[src/rtl/pe_pkg.sv]
// rtl/pe_pkg.sv - shared opcodes, state encoding and error codes for the PE sequencer
// Contents: RV32 major-opcode constants, sequencer state enum, halt error codes,
//           and the opcode classification record produced by pe_op_classify.
package pe_pkg;

  localparam logic [6:0] OP_R      = 7'b0110011;
  localparam logic [6:0] OP_FP     = 7'b1010011;
  localparam logic [6:0] OP_IMM    = 7'b0010011;
  localparam logic [6:0] OP_LOAD   = 7'b0000011;
  localparam logic [6:0] OP_FLOAD  = 7'b0000111;
  localparam logic [6:0] OP_STORE  = 7'b0100011;
  localparam logic [6:0] OP_FSTORE = 7'b0100111;
  localparam logic [6:0] OP_BRANCH = 7'b1100011;
  localparam logic [6:0] OP_JAL    = 7'b1101111;
  localparam logic [6:0] OP_JALR   = 7'b1100111;
  localparam logic [6:0] OP_LUI    = 7'b0110111;
  localparam logic [6:0] OP_AUIPC  = 7'b0010111;
  localparam logic [6:0] OP_FMADD  = 7'b1000011;
  localparam logic [6:0] OP_FMSUB  = 7'b1000111;
  localparam logic [6:0] OP_FNMSUB = 7'b1001011;
  localparam logic [6:0] OP_FNMADD = 7'b1001111;
  localparam logic [6:0] OP_SYSTEM = 7'b1110011;

  typedef enum logic [2:0] {
    ST_IDLE,
    ST_FETCH,
    ST_DECODE,
    ST_EXEC,
    ST_MEM,
    ST_WB,
    ST_HALT
  } state_e;

  localparam logic [1:0] ERR_NONE    = 2'd0;
  localparam logic [1:0] ERR_ILLEGAL = 2'd1;
  localparam logic [1:0] ERR_TIMEOUT = 2'd2;

  typedef struct packed {
    logic legal;
    logic is_mem;
    logic is_store;
    logic wr_int;
    logic wr_fp;
    logic is_halt;
  } op_class_t;

endpackage

[src/rtl/pe_op_classify.sv]
// rtl/pe_op_classify.sv - combinational opcode classifier for the PE sequencer
// Ports:
//   op_i   in   7  major opcode from the decoder
//   cls_o  out  -  {legal, is_mem, is_store, wr_int, wr_fp, is_halt}
module pe_op_classify
  import pe_pkg::*;
(
  input  logic [6:0] op_i,
  output op_class_t  cls_o
);

  always_comb begin
    cls_o = '0;
    case (op_i)
      OP_R, OP_IMM, OP_JAL, OP_JALR, OP_LUI, OP_AUIPC: begin
        cls_o.legal  = 1'b1;
        cls_o.wr_int = 1'b1;
      end
      OP_LOAD: begin
        cls_o.legal  = 1'b1;
        cls_o.is_mem = 1'b1;
        cls_o.wr_int = 1'b1;
      end
      OP_FLOAD: begin
        cls_o.legal  = 1'b1;
        cls_o.is_mem = 1'b1;
        cls_o.wr_fp  = 1'b1;
      end
      OP_STORE, OP_FSTORE: begin
        cls_o.legal    = 1'b1;
        cls_o.is_mem   = 1'b1;
        cls_o.is_store = 1'b1;
      end
      OP_BRANCH: begin
        cls_o.legal = 1'b1;
      end
      OP_FP, OP_FMADD, OP_FMSUB, OP_FNMSUB, OP_FNMADD: begin
        cls_o.legal = 1'b1;
        cls_o.wr_fp = 1'b1;
      end
      OP_SYSTEM: begin
        cls_o.legal   = 1'b1;
        cls_o.is_halt = 1'b1;
      end
      default: ;
    endcase
  end

endmodule

[src/rtl/pe_sequencer.sv]
// rtl/pe_sequencer.sv - multicycle fetch/decode/execute/memory/writeback control FSM for the PE
// Ports:
//   clk, rst_n                      clock, async active-low reset
//   start                           leave IDLE and begin fetching
//   imem_req/addr/valid/rdata       instruction fetch handshake
//   instr, dec_op, dec_complete     latched instruction out, decoder result in
//   exu_start/done, br_taken/target execute handshake and redirect
//   mem_req/we/done                 data-memory handshake
//   rf_we, ff_we                    integer / FP regfile write strobes
//   pc, instret, halted, err        architectural status
module pe_sequencer
  import pe_pkg::*;
#(
  parameter logic [31:0] RESET_PC    = 32'h0000_0000,
  parameter int unsigned EXU_TIMEOUT = 64
) (
  input  logic        clk,
  input  logic        rst_n,
  input  logic        start,
  output logic        imem_req,
  output logic [31:0] imem_addr,
  input  logic        imem_valid,
  input  logic [31:0] imem_rdata,
  output logic [31:0] instr,
  input  logic [6:0]  dec_op,
  input  logic        dec_complete,
  output logic        exu_start,
  input  logic        exu_done,
  input  logic        br_taken,
  input  logic [31:0] br_target,
  output logic        mem_req,
  output logic        mem_we,
  input  logic        mem_done,
  output logic        rf_we,
  output logic        ff_we,
  output logic [31:0] pc,
  output logic [31:0] instret,
  output logic        halted,
  output logic [1:0]  err
);

  // Counter only needs to hold 0..EXU_TIMEOUT-1.
  localparam int unsigned   TW       = $clog2(EXU_TIMEOUT);
  localparam logic [TW-1:0] TMO_LAST = TW'(EXU_TIMEOUT - 1);

  state_e       state_q, state_d;
  logic [31:0]  pc_q, pc_d;
  logic [31:0]  instr_q, instr_d;
  logic [31:0]  instret_q, instret_d;
  logic [1:0]   err_q, err_d;
  logic [TW-1:0] tmo_q, tmo_d;
  op_class_t    cls_q, cls_d;
  logic         brt_q, brt_d;
  logic [31:0]  brtgt_q, brtgt_d;
  op_class_t    cls;

  pe_op_classify u_classify (
    .op_i  (dec_op),
    .cls_o (cls)
  );

  always_ff @(posedge clk or negedge rst_n) begin
    if (!rst_n) begin
      state_q   <= ST_IDLE;
      pc_q      <= RESET_PC;
      instr_q   <= '0;
      instret_q <= '0;
      err_q     <= ERR_NONE;
      tmo_q     <= '0;
      cls_q     <= '0;
      brt_q     <= 1'b0;
      brtgt_q   <= '0;
    end else begin
      state_q   <= state_d;
      pc_q      <= pc_d;
      instr_q   <= instr_d;
      instret_q <= instret_d;
      err_q     <= err_d;
      tmo_q     <= tmo_d;
      cls_q     <= cls_d;
      brt_q     <= brt_d;
      brtgt_q   <= brtgt_d;
    end
  end

  always_comb begin
    state_d   = state_q;
    pc_d      = pc_q;
    instr_d   = instr_q;
    instret_d = instret_q;
    err_d     = err_q;
    tmo_d     = tmo_q;
    cls_d     = cls_q;
    brt_d     = brt_q;
    brtgt_d   = brtgt_q;
    imem_req  = 1'b0;
    exu_start = 1'b0;
    mem_req   = 1'b0;
    mem_we    = 1'b0;
    rf_we     = 1'b0;
    ff_we     = 1'b0;

    case (state_q)
      ST_IDLE: begin
        if (start) state_d = ST_FETCH;
      end
      ST_FETCH: begin
        imem_req = 1'b1;
        if (imem_valid) begin
          instr_d = imem_rdata;
          state_d = ST_DECODE;
        end
      end
      ST_DECODE: begin
        cls_d = cls;
        tmo_d = '0;
        if (!dec_complete || !cls.legal) begin
          err_d   = ERR_ILLEGAL;
          state_d = ST_HALT;
        end else if (cls.is_halt) begin
          err_d     = ERR_NONE;
          instret_d = instret_q + 32'd1;
          state_d   = ST_HALT;
        end else begin
          state_d = ST_EXEC;
        end
      end
      ST_EXEC: begin
        // The wait counter is cleared on entry and advances every waiting
        // cycle, so it reads zero only in the first EXEC cycle.
        exu_start = (tmo_q == '0);
        if (exu_done) begin
          brt_d   = br_taken;
          brtgt_d = br_target;
          tmo_d   = '0;
          state_d = cls_q.is_mem ? ST_MEM : ST_WB;
        end else if (tmo_q == TMO_LAST) begin
          err_d   = ERR_TIMEOUT;
          state_d = ST_HALT;
        end else begin
          tmo_d = tmo_q + 1'b1;
        end
      end
      ST_MEM: begin
        mem_req = 1'b1;
        mem_we  = cls_q.is_store;
        if (mem_done) begin
          state_d = ST_WB;
        end else if (tmo_q == TMO_LAST) begin
          err_d   = ERR_TIMEOUT;
          state_d = ST_HALT;
        end else begin
          tmo_d = tmo_q + 1'b1;
        end
      end
      ST_WB: begin
        rf_we     = cls_q.wr_int;
        ff_we     = cls_q.wr_fp;
        instret_d = instret_q + 32'd1;
        pc_d      = brt_q ? brtgt_q : pc_q + 32'd4;
        state_d   = ST_FETCH;
      end
      ST_HALT: ;
      default: state_d = ST_IDLE;
    endcase
  end

  assign imem_addr = pc_q;
  assign pc        = pc_q;
  assign instr     = instr_q;
  assign instret   = instret_q;
  assign err       = err_q;
  assign halted    = (state_q == ST_HALT);

endmodule

[config.mk]
export PLATFORM = sky130hd
export DESIGN_NAME = pe_sequencer
export DESIGN_NICKNAME = d
export VERILOG_FILES = /design/src/rtl/pe_pkg.sv /design/src/rtl/pe_op_classify.sv /design/src/rtl/pe_sequencer.sv
export SDC_FILE = /design/constraint.sdc
export NUM_CORES = 1
export LEC_CHECK = 0
export ABC_AREA = 1
export CORE_MARGIN = 4
export CORE_UTILIZATION = 45
export DETAILED_ROUTE_END_ITERATION = 8
export PLACE_DENSITY = 0.84
export SLEW_MARGIN = 5
export SYNTH_ARGS = -nofsm -noshare
export SYNTH_HDL_FRONTEND = slang
export SYNTH_SLANG_ARGS = --single-unit
[constraint.sdc]
create_clock -name clk -period 2.1 [get_ports clk]
set_clock_uncertainty 0.05 [all_clocks]
set_input_delay 0.42 -clock clk [delete_from_list [all_inputs] [get_ports clk]]
set_output_delay 0.42 -clock clk [all_outputs]
set_load 0.01 [all_outputs]
Yosys cells after proc, flatten, opt, wreduce, memory -nomap -nowiden

Index checks and enable logic that the tools add are counted.

Flip-flop bits (word level): 144
Input bits: 79
Output and inout port bits: 137
Word-level logic and storage cells: 100

$add $sub $neg: 3
Equal/unequal tests: 31
Mux-type cells: 35
Bitwise logic cells: 1
Reduce and logical (&&, ||, !) cells: 18

Operators by type and width:

| kind                                                             | count |
|---|---|
| 32-bit 2-to-1 mux                                                | 3 |
| 32-bit case mux with 2 select lines                              | 1 |
| 7-bit == test (second input constant)                            | 9 |
| 32-bit by 1-bit adder with 32-bit output (second input constant) | 1 |
| 32-bit by 3-bit adder with 32-bit output (second input constant) | 1 |
| 7-bit by 6-bit == test with 1-bit output (second input constant) | 4 |
| 3-bit 2-to-1 mux                                                 | 7 |
| 3-bit case mux with 7 select lines                               | 1 |
| 6-bit 2-to-1 mux                                                 | 3 |
| 6-bit case mux with 3 select lines                               | 1 |
| 17-bit OR reduction                                              | 1 |
| 7-bit by 5-bit == test with 1-bit output (second input constant) | 2 |
| 1-bit 2-to-1 mux                                                 | 13 |
| 2-bit inequality test (second input constant)                    | 6 |
| 2-bit 2-to-1 mux                                                 | 5 |
| 3-bit == test (second input constant)                            | 3 |
| 7-bit by 2-bit == test with 1-bit output (second input constant) | 1 |
| 7-bit by 3-bit == test with 1-bit output (second input constant) | 1 |
| 7-bit OR reduction                                               | 1 |
| 6-bit by 1-bit adder with 6-bit output (second input constant)   | 1 |
| 3-bit by 2-bit == test with 1-bit output (second input constant) | 2 |
| 6-bit == test (second input constant)                            | 1 |
| 6-bit zero test                                                  | 1 |
| 2-bit case mux with 3 select lines                               | 1 |
| other kinds (14)                                                 | 18 |

Depth between registers and ports, before layout

Word-level depth: 7
Mapped depth: 13
Depth with buffers taken out: 12

Cells and area by module

A second synthesis with hierarchy kept.

Cell total of the unflattened synthesis: 1,087
Area total of the unflattened synthesis: 8,165.3 µm²

By module, submodules not included:

| module         | instances | cells each | area each (µm²) |
|---|---|---|---|
| pe_sequencer   | 1         | 1,033      | 7,920.1 |
| pe_op_classify | 1         | 54         | 245.2 |

Worst setup path before layout

OpenSTA, ideal clock, no wires.

Path kind: register -> register
Start: register pc_q[2] (netlist: imem_addr[2])
End: register pc_q[16] (netlist: imem_addr[16])
Data arrival time: 1.579 ns
Required time: 1.973 ns
Slack: 0.394 ns
Cell stages (with the launch flop): 10
Clock period less this slack: 1.706 ns
Cells stage by stage: dfrtp_1 ha_1 nand2_1 nor2_2 nand2_1 nor4_2 nand3_1 nand2_1 nand2_1 a21oi_1

Longest elaborated chain between the ends: 2

Ends and longest elaborated chain:

| item                                     | line                | source |
|---|---|---|
| from (decl)                              | pe_sequencer.sv:47  | `logic [31:0] pc_q, pc_d;` |
| from (signal assigned)                   | pe_sequencer.sv:75  | `pc_q <= pc_d;` |
| 32-bit by 3-bit adder with 32-bit output | pe_sequencer.sv:160 | `pc_d = brt_q ? brtgt_q : pc_q + 32'd4;` |
| 32-bit 2-to-1 mux                        | pe_sequencer.sv:160 |  |

No other way between the ends.
A chain may end at the register's enable or synchronous reset.

Final worst setup path

Start: register pc_q[13] (netlist: imem_addr[13])
End: output pc[13]

RTL lines:

| item      | line               | source |
|---|---|---|
| to (decl) | pe_sequencer.sv:36 | `output logic [31:0] pc,` |

No word-level cell between the ends.

==> results.md <==
* Global-route wire length before repair at 37600 um
* Max-cap violations at 0
* Crit path buffers/inverters at 1
* ANT nets after route at 0
* Clk root buf: clkbuf_16
* Clock buffer depth at 2
* Placer Congestion at about 0.92
* Crit Path Class: flop to output pin
* Sequential fraction of the synthesis area at between 40% and 50%
* Reg-to-Reg Start: instret[1]
* Post-synthesis compound-gate area fraction at under 10%
* Core area at around 17000 um^2
* Nets at between 1k and 1.5k
* Antenna Cells at 0
* Synth warn at 0
* Top-area cell type share of the netlist area at between 40% and 50%
* Max Freq at 0.483 GHz
* R2R Setup Slk at 0.20 ns
* Final setup viols at 0
* DRC Markers at 0
* Layout cell share with drive strength beyond 1 at roughly 13%
* Post-synthesis cell type count at 39
* Critical R2R Capture: instret[30]
* Hold path start: brtgt_q[17]
* Mux share of post-synthesis cell area at 4.45%
* WP data arrival at about 1.6 ns
* Mapped Area at roughly 8100 um^2
* Post-Synthesis Cells at 1046
* Total chip power at slightly above 6000 uW
* Vias/cell at slightly above 5
* Ports at around 220
* Max Slew Vio Count at 0
* Tcrit/Tclk final at a little over nine tenths
* Synth Register Bits at about 140
* Hold EP: brtgt_q[17]
* Die ar. at around 20000 um^2
* Worst path max stage delay at 0.62 ns
* Critical Path RT at 1.63 ns
* Synth cell count leaders: nand2_1, dfrtp_1, inv_1, nor2_1, nand3_1
* Slew headroom at 73.1%
* CP Capture Type: output pin
* Post-DP HPWL at 17500 um
* Reg2Reg Depth at 10
* Pwr dens at between 500 and 600 nW/um^2
* Area leader, netlist: dfrtp_1
* Clk_lat worst skew at around 0.43 ns
* Hold Vio Cnt, Final at 0
* Rows at 48
* CTS sink count at about 140
* Number of global-route vias before repair at between 7k and 8k
* Post-Synth Adder-Cell Area at less than 1%
* Most common cell in the netlist: nand2_1
* Minimum clock period at about 2.1 ns
* Synthesis-to-finish area growth at 38.1%
* Critical path, cell by cell: clkdlybuf4s50_1
* Main synth FF type: dfrtp_1
* Die Wd at between 100 and 150 um
* Total Routing Usage GR at a little under a quarter
* IO Port Bufs at ~220
* Peak supply drop at roughly 550 uV
* H-tree levels at 4
* Remaining Overflow, GRT at 0
* Critical path's slowest cell: clkdlybuf4s50_1
* DR pass1 iterations at 5
* Largest family of logic cells by synthesized area: simple AND/OR/NAND/NOR gates
* EDFF count, synth at 0
* Worst Hold Path Cells at 2
* Final Util at 64.0%
* Initial antenna violation count at 3
* Die H at approximately 140 um
* Via count at ~7.7k
* Clk slew on worst S/H paths at 0.06 ns
* Status: completed
* Slew @ Worst Pin at between 0.4 and 0.5 ns
* Number of CTS-inserted buffers at 17
* DR WL/cell at between 15 and 20 um
* Largest net degree at the start of global routing at 49
* CTS tree: built
* Syn nets at around 1.1k
* Total Routed Length at about 23000 um
* Min-delay worst type: flop to flop
* Startpoint Class: flop
* Delay-heaviest family, CP: buffers and inverters
* Most area-consuming cells after synthesis: dfrtp_1, nand2_1, nand3_1
* Crit path max fanout at 6
* Setup TNS at 0 ns
* Avg Synthesized Cell Area at 7.75 um^2
* Async set-reset flop share out of synthesis at between 90% and 100%
* LEAKAGE at between 0.005 and 0.006 uW
* Initial drt markers at 465
* Starting Density at between 40 and 50%
* Xor and xnor area share after synthesis at 3.24%
* Synth Area in Simple Gates at between 30% and 40%
## registers in the layout, summed over array words and instances (netlist names)
signal     count
brtgt_q       32
imem_addr     32
instr         32
instret       32
tmo_q          6
cls_q          4
state_q        3
err            2
brt_q          1
## how the worst max path moves through the flow
| stage | end | cells past startpoint | startpoint | slack (ns) |
|---|---|---|---|---|
| after floorplan | imem_addr[16] | 9 | imem_addr[2] | 0.39 |
| after global placement | instret[26] | 13 | dec_op[2] | -0.19 |
| after detailed placement | instret[25] | 12 | dec_op[0] | -0.29 |
| after CTS | ff_we | 5 | state_q[0] | 0.01 |
| after global routing | exu_start | 5 | tmo_q[0] | -0.03 |
| final | pc[13] | 1 | imem_addr[13] | 0.03 |
## worst min-delay path: cells and delay by family (launching register included)
family | cells | cell delay (ns)
and+or+nand+nor | 2 | 0.09
DFF | 1 | 0.34
## power breakdown
part           switching [uW]  internal [uW]
Combinational             154            192
Clock                    1260           1650
Sequential               24.3           2810
Total                    1440           4650
## layout by cell type (no fill, tap or decap), types with 3 or more instances in the layout
cell / netlist / routed
xnor2_1: 8 / 8
dlygate4sd2_1: 0 / 3
nand4_1: 10 / 10
o211ai_1: 9 / 9
a211oi_1: 4 / 4
nor2_4: 2 / 3
nand3_1: 80 / 79
inv_2: 8 / 10
clkdlybuf4s50_1: 0 / 207
nand2_1: 350 / 350
o31ai_1: 3 / 3
o21ai_0: 36 / 36
ha_1: 4 / 3
dfrtp_1: 144 / 138
buf_12: 0 / 3
o22ai_1: 7 / 7
nor2_1: 86 / 83
nand3b_1: 11 / 11
nor3_1: 30 / 30
xor2_1: 22 / 22
nor2_2: 6 / 8
inv_1: 86 / 84
buf_4: 38 / 53
dfrtp_2: 0 / 6
mux2_2: 32 / 32
nand2_2: 6 / 6
inv_6: 0 / 4
a21oi_1: 13 / 13
a22oi_1: 7 / 7
clkbuf_16: 0 / 17
nor3b_1: 5 / 5
clkinvlp_4: 0 / 5
## kinds of logic after synthesis
| kind of cell | Yosys count |
|---|---|
| buf+inv | 156 |
| fa+ha+maj | 4 |
| mux | 32 |
| compound gates | 84 |
| flops | 144 |
| simple gates | 596 |
| xor+xnor | 30 |
## cell type report
class                   instances  area (um^2)
clock inverters                14          133
inverters                      94          353
fillers                      1553         6290
multi-input cells             746         3780
repair buffers                272         2600
well taps                     225          282
flip-flops and latches        144         3610
clock buffers                  18          429
## timing repair
item | in CTS | in global routing
resized for setup | 15 | 17
pin swaps | 0 | 1
setup buffers | 0 | 3
endpoints found under the setup margin | 7 | 14
hold endpoints to repair | 37 | 0
hold buffers | 1 | 0
## per-layer routing
metal / part of all wire [%] / global-route usage (%) / vias up
li1: - / - / 3804
met1: 41 / 28.2 / 3581
met2: 49 / 40.2 / 252
met3: 8.4 / 6.55 / 30
met4: 1.2 / 5.15 / 6
met5: 0.24 / 0 / -
## stage by stage
step	hold slack, ns	area (um^2)	setup slack (ns)	std cells
after floorplan	0.0744	8100	0.394	1046
after global placement	0.311	10600	-0.187	1477
after detailed placement	0.314	10600	-0.295	1477
after CTS	0.422	11100	0.0120	1510
after global routing	0.456	11200	-0.0279	1513
final	0.414	11200	0.0311	1513
Note: power is estimated with default switching activity, not from simulation.
==> patch 1: new RTL, config.mk and constraints unchanged <==
Register the output `imem_req`, cleared by the reset; this adds one clock of latency there. The other outputs are not delayed to match.
--- a/src/rtl/pe_sequencer.sv
+++ b/src/rtl/pe_sequencer.sv
@@ -42,6 +42,8 @@
   // Counter only needs to hold 0..EXU_TIMEOUT-1.
   localparam int unsigned   TW       = $clog2(EXU_TIMEOUT);
   localparam logic [TW-1:0] TMO_LAST = TW'(EXU_TIMEOUT - 1);
+
+  logic imem_req_d;
 
   state_e       state_q, state_d;
   logic [31:0]  pc_q, pc_d;
@@ -93,7 +95,7 @@
     cls_d     = cls_q;
     brt_d     = brt_q;
     brtgt_d   = brtgt_q;
-    imem_req  = 1'b0;
+    imem_req_d = 1'b0;
     exu_start = 1'b0;
     mem_req   = 1'b0;
     mem_we    = 1'b0;
@@ -105,7 +107,7 @@
         if (start) state_d = ST_FETCH;
       end
       ST_FETCH: begin
-        imem_req = 1'b1;
+        imem_req_d = 1'b1;
         if (imem_valid) begin
           instr_d = imem_rdata;
           state_d = ST_DECODE;
@@ -172,5 +174,13 @@
   assign err       = err_q;
   assign halted    = (state_q == ST_HALT);
 
+  always_ff @(posedge clk or negedge rst_n) begin
+    if (!rst_n) begin
+      imem_req <= '0;
+    end else begin
+      imem_req <= imem_req_d;
+    end
+  end
+
 endmodule
 
Behaviour: not the same (Yosys sat finds a counterexample within 4 cycles, from zero or initial values and one cycle with rst_n low).
==> patch 1 against the original RTL <==
- cell area is 0.50% lower
- worst setup slack better by 28 ps
- area after synthesis hardly changed
- sequential cell count is 1 higher
- via count is 2.2% higher
- hold slack better by 4.8 ps
- wire length is 2.4% higher
Power is not compared: it rests on default switching activity, and its combinational part moved more than twofold at a synthesized area within 25%.
==> patch 1: results (changes against the original RTL) <==
global_routing:
  grt_first_pass_wirelength_um: 38210  # was 37650 um
  met1_usage: 0.2784  # was 0.2818
  grt_pass1_vias: 7853  # was 7656
  antenna_found_initial: 1  # was 3
  grtUsageTotal: 0.2344  # was 0.2295
  grt_max_degree: 47  # was 49
  use_met2: 0.4129  # was 0.4017
  grtUsageMet3: 0.06317  # was 0.06552
finish:
  drive_gt1_frac: 0.1131  # was 0.1297
  n_fill_cell: 1467  # was 1553
  layout.nets: 1352  # was 1358
critical_path:
  r2r-end: "imem_addr[11]"  # was instret[30]
  critical_path.startpoint: "imem_addr[19]"  # was imem_addr[13]
  r2r_cells: 9  # was 10
  crit_slowest_cell: "clkdlybuf4s50_1"  # unchanged
  critPathMaxStageDelay_ps: 610
  cp_top_family: "buffers and inverters"  # unchanged
  worstReg2RegStart: "state_q[2]"  # was instret[1]
  critPathArrivalTime_ps: 1570  # was 1600 ps
  crit_fanout: 9  # was 6
logic_synthesis:
  async_flop_share: 1.000  # unchanged
  synthesis.nets: 1130  # was 1129
  synth_warnings: 0  # unchanged
  yosysSeqAreaShare: 0.4482  # was 0.4447
  synthTopCellsByArea: "dfrtp_1 (45%), nand2_1 (16%), nand3_1 (5.2%)"  # was dfrtp_1 (44%), nand2_1 (16%), nand3_1 (4.9%)
  synthTopCellsByCount: "nand2_1 (351), dfrtp_1 (145), inv_1 (93)"  # was nand2_1 (350), dfrtp_1 (144), inv_1 (86), nor2_1 (86), nand3_1 (80)
  ys_types: 39  # unchanged
  synthCells: 1047  # was 1046
detailed_routing:
  wl_met2_um: 11730  # was 11200 um
  wirelength_um: 23370  # was 22830 um
  post_drt_via_cell_ratio: 5.203  # was 5.071
  met1Wirelength_um: 8886  # was 9384 um
  first_iter_violations: 637  # was 465
  wl_per_cell_um: 15.51  # was 15.09 um
  wl_met3_um: 2103  # was 1917 um
  firstDrtPassIters: 8  # was 5
timing:
  tightest_slew_ps: 509.4  # was 403.6 ps
  hold_ws_ps: 419.1  # was 414.3 ps
run_status:
  status: "finished, final reports clean"  # unchanged
clock_tree:
  cts_buffers: 17  # unchanged
  cts_max_level: 4  # unchanged
  clk_path_buf_depth: 2  # unchanged
placement:
  port_buffers: 215  # unchanged
  place_hpwl_um: 17570  # was 17550 um
  placed_area_um2: 10480  # was 10570 um^2
  gp_congestion: 1.033  # was 0.9221
  place_ws_ps: -240.8  # was -294.9 ps
  dp_cells: 1470  # was 1477
pwr:
  p_leak_nw: 5.242
  ir_drop_mv: 0.8665
min_path:
  holdCritPathClass: "input pin to async pin"  # was register to register
-- patch 1: cell types whose count changed in the layout (fill, tap and decap cells not counted), sizes merged, moves of 4 or more --
cell and change:
buf -10, inv +10, nor3b -5, nand3 +4, o211ai -4
-- patch 1: power by group through the flow --
stage	sequential [mW]	clock (mW)	combinational, mW
global placement	4.79	0	5.75
CTS	4.82	3.13	5.95
detailed placement	4.85	0	5.90
global route	4.97	3.25	6.54
finish	4.83	3.07	5.97
floorplan	4.94	0	3.02
-- patch 1: worst max path at each step --
stage / to / slack, ps / depth (start not counted)
4_1_cts: mem_we / 0.4 / 5
6_report: pc[19] / 60 / 1
3_3_place_gp: instret[25] / -150 / 12
2_1_floorplan: ff_we / 390 / 6
3_5_place_dp: instret[1] / -240 / 12
5_1_grt: mem_req / -20 / 5
-- patch 1: logic make-up after synthesis --
logic type,Yosys count,share of synthesized area
xor gates and xnor gates,31,0.03353
muxes,32,0.04451
adders and majority gates,4,0.006182
DFF,145,0.4482
AOI/OAI and AO/OA,84,0.05996
buffers and inverters,160,0.09782
and+or+nand+nor,591,0.3098
-- patch 1: area by class of cell --
type / count / area [um^2] / share of cell area
Multi-Input combinational cell: 742 / 3699 / 0.3322
Sequential cell: 145 / 3630 / 0.3261
Timing Repair Buffer: 262 / 2547 / 0.2288
Clock buffer: 17 / 425.4 / 0.03822
Inverter: 101 / 379.1 / 0.03406
Tap cell: 225 / 281.5 / 0.02529
Clock inverter: 15 / 170.2 / 0.01529
-- patch 1: what timing repair did --
item | in CTS | in global routing
hold buffers | 1 | 0
pin swaps | 0 | 1
buffers inserted | 0 | 4
endpoints found under the hold margin | 29 | 0
resized for setup | 13 | 9
endpoints found under the setup margin | 6 | 8
==> patch 2: new RTL, same settings <==
Made on the original files. Set the parameter `EXU_TIMEOUT` to 128 (it was 64).
--- a/src/rtl/pe_sequencer.sv
+++ b/src/rtl/pe_sequencer.sv
@@ -12,7 +12,7 @@
   import pe_pkg::*;
 #(
   parameter logic [31:0] RESET_PC    = 32'h0000_0000,
-  parameter int unsigned EXU_TIMEOUT = 64
+  parameter int unsigned EXU_TIMEOUT = 128
 ) (
   input  logic        clk,
   input  logic        rst_n,
Formal check against the unedited RTL: same outputs for any inputs over 4 cycles, from zero or initial values and one cycle with rst_n low; that may be too few to reach the edited logic, so the function may still have changed.
==> patch 2 against the original RTL <==
- area after synthesis down 0.28%
- maximum frequency up 1.6%
- sequential cell count up 1
- worst setup slack better by 33 ps
- combinational power down 3%
- core utilization down 0.43 points
- total power about the same
- wire length up 1.8%
- cell area down 0.67%
- largest cell class unchanged
==> patch 2: results (changes against the original RTL) <==
clock_tree:
  cts_setup_buffers: 1  # was 0
  worstSkewPairLatency_ps: 420
  cts_resized: 11  # was 15
  hold_buffers: 1  # unchanged
  cts_max_level: 4  # unchanged
  cts_buffers: 17  # unchanged
  clk_path_buf_depth: 2  # unchanged
  root_buffer: "clkbuf_16"  # unchanged
finish:
  n_antenna_cell: 0  # unchanged
  n_fill_cell: 1499  # was 1553
  drive_gt1_frac: 0.1012  # was 0.1297
  layout.nets: 1345  # was 1358
logic_synthesis:
  synth_mux_area_frac: 0.04460  # was 0.04447
  synth_xor_area_frac: 0.03360  # was 0.03243
  yosysSeqAreaShare: 0.4491  # was 0.4447
  synthTopCellsByArea: "dfrtp_1 (45%), nand2_1 (16%), nand3_1 (5.0%)"  # was dfrtp_1 (44%), nand2_1 (16%), nand3_1 (4.9%)
  synthesis.nets: 1126  # was 1129
  async_flop_share: 1.000  # unchanged
  ys_types: 40  # was 39
  synth_warnings: 0  # unchanged
  synth-compound-area-share: 0.06720  # was 0.06146
  synthTopCellsByCount: "nand2_1 (348), dfrtp_1 (145), nor2_1 (91)"  # was nand2_1 (350), dfrtp_1 (144), inv_1 (86), nor2_1 (86), nand3_1 (80)
  synthAdderAreaFrac: 0.006194  # was 0.006177
  synthFlopType: "dfrtp_1"  # unchanged
pwr:
  p_leak_nw: 5.258  # was 5.238 nW
  switchingPower_mw: 1.512  # was 1.441 mW
  ir_drop_mv: 0.5527  # was 0.5450 mV
placement:
  gp_congestion: 0.9787  # was 0.9221
  port_buffers: 215  # unchanged
  place_hpwl_um: 17480  # was 17550 um
  place_ws_ps: -226.9  # was -294.9 ps
critical_path:
  crit_fanout: 8  # was 6
  ff2ff_setup_slack_ps: 140  # was 200 ps
  worstReg2RegStart: "state_q[0]"  # was instret[1]
  critical_path.startpoint: "imem_addr[19]"  # was imem_addr[13]
  cp_top_family: "buffers and inverters"  # unchanged
  critPathArrivalTime_ps: 1570  # was 1600 ps
  r2r-end: "tmo_q[4]"  # was instret[30]
  crit_slowest_cell: "clkdlybuf4s50_1"  # unchanged
  critPathMaxStageDelay_ps: 610
min_path:
  holdCritPathClass: "register to register"  # unchanged
  whs_path_depth: 2  # unchanged
  min_to: "err[1]"  # was brtgt_q[17]
  min_from: "err[1]"  # was brtgt_q[17]
global_routing:
  antenna_found_initial: 2  # was 3
  grtUsageTotal: 0.2330  # was 0.2295
  grt_first_pass_wirelength_um: 38050  # was 37650 um
  grt_max_degree: 45  # was 49
  grt_pass1_vias: 7810  # was 7656
detailed_routing:
  first_iter_violations: 558  # was 465
  wl_per_cell_um: 15.49  # was 15.09 um
  post_drt_via_cell_ratio: 5.259  # was 5.071
  firstDrtPassIters: 5  # unchanged
timing:
  final.min_clock_period_ps: 2036  # was 2069 ps
  max_slew_margin: 0.7249  # was 0.7309
run_status:
  status: "finished, final reports clean"  # unchanged
[patch 2: changes by cell type in the layout (fill, tap and decap cells not counted), sizes merged, moves of 4 or more]
cell and change:
nand3b -6, clkinvlp -5, a211oi -4, nor2 +7, o21ai +8, a21oi +5, nand2 -6, buf -14
[patch 2: cell type report]
class | instances | share of cell area
clock inverters | 15 | 0.01238
clock buffers | 17 | 0.03828
flip-flops and latches | 145 | 0.3266
multi-input cells | 748 | 0.3369
inverters | 91 | 0.03074
well taps | 225 | 0.02533
repair buffers | 259 | 0.2298
[patch 2: power by group through the flow]
stage / combinational [mW] / sequential [mW] / clock, mW
after floorplan: 0.0872 / 2.90 / 0
after global placement: 0.332 / 2.91 / 0
after detailed placement: 0.339 / 2.91 / 0
after CTS: 0.343 / 2.85 / 2.96
after global routing: 0.377 / 2.86 / 3.10
final: 0.337 / 2.85 / 2.91
[patch 2: how the worst max path moves through the flow]
| stage | endpoint |
|---|---|
| after floorplan | imem_addr[24] |
| after global placement | instret[31] |
| after detailed placement | instret[4] |
| after CTS | mem_req |
| after global routing | tmo_q[4] |
| final | pc[19] |
[patch 2: worst min-delay path, stage by stage, from the launching register on]
cell	delay (ps)
dfrtp_1	350
nand2_1	50
nand2_1	50
[patch 2: routing by layer]
layer  up-vias  part of all wire  wire [um]  GRT usage
met5         -            0.0017         40          0
met4         4             0.024        568    0.07929
met3        53             0.076       1767    0.05981
met2       302              0.50      11730     0.4052
met1      3748              0.39       9123     0.2815
li1       3781                 -          -          -
[patch 2: stage by stage]
step                area (um^2)  hold WS [ps]  std cells  setup TNS, ps
finish                    11110         424.9       1500              0
global route              11110         453.4       1500              0
CTS                       11110         426.2       1500         -6.798
detailed placement        10530         324.9       1466          -7124
global placement          10530         323.5       1466          -3701
floorplan                  8080         74.41       1043              0
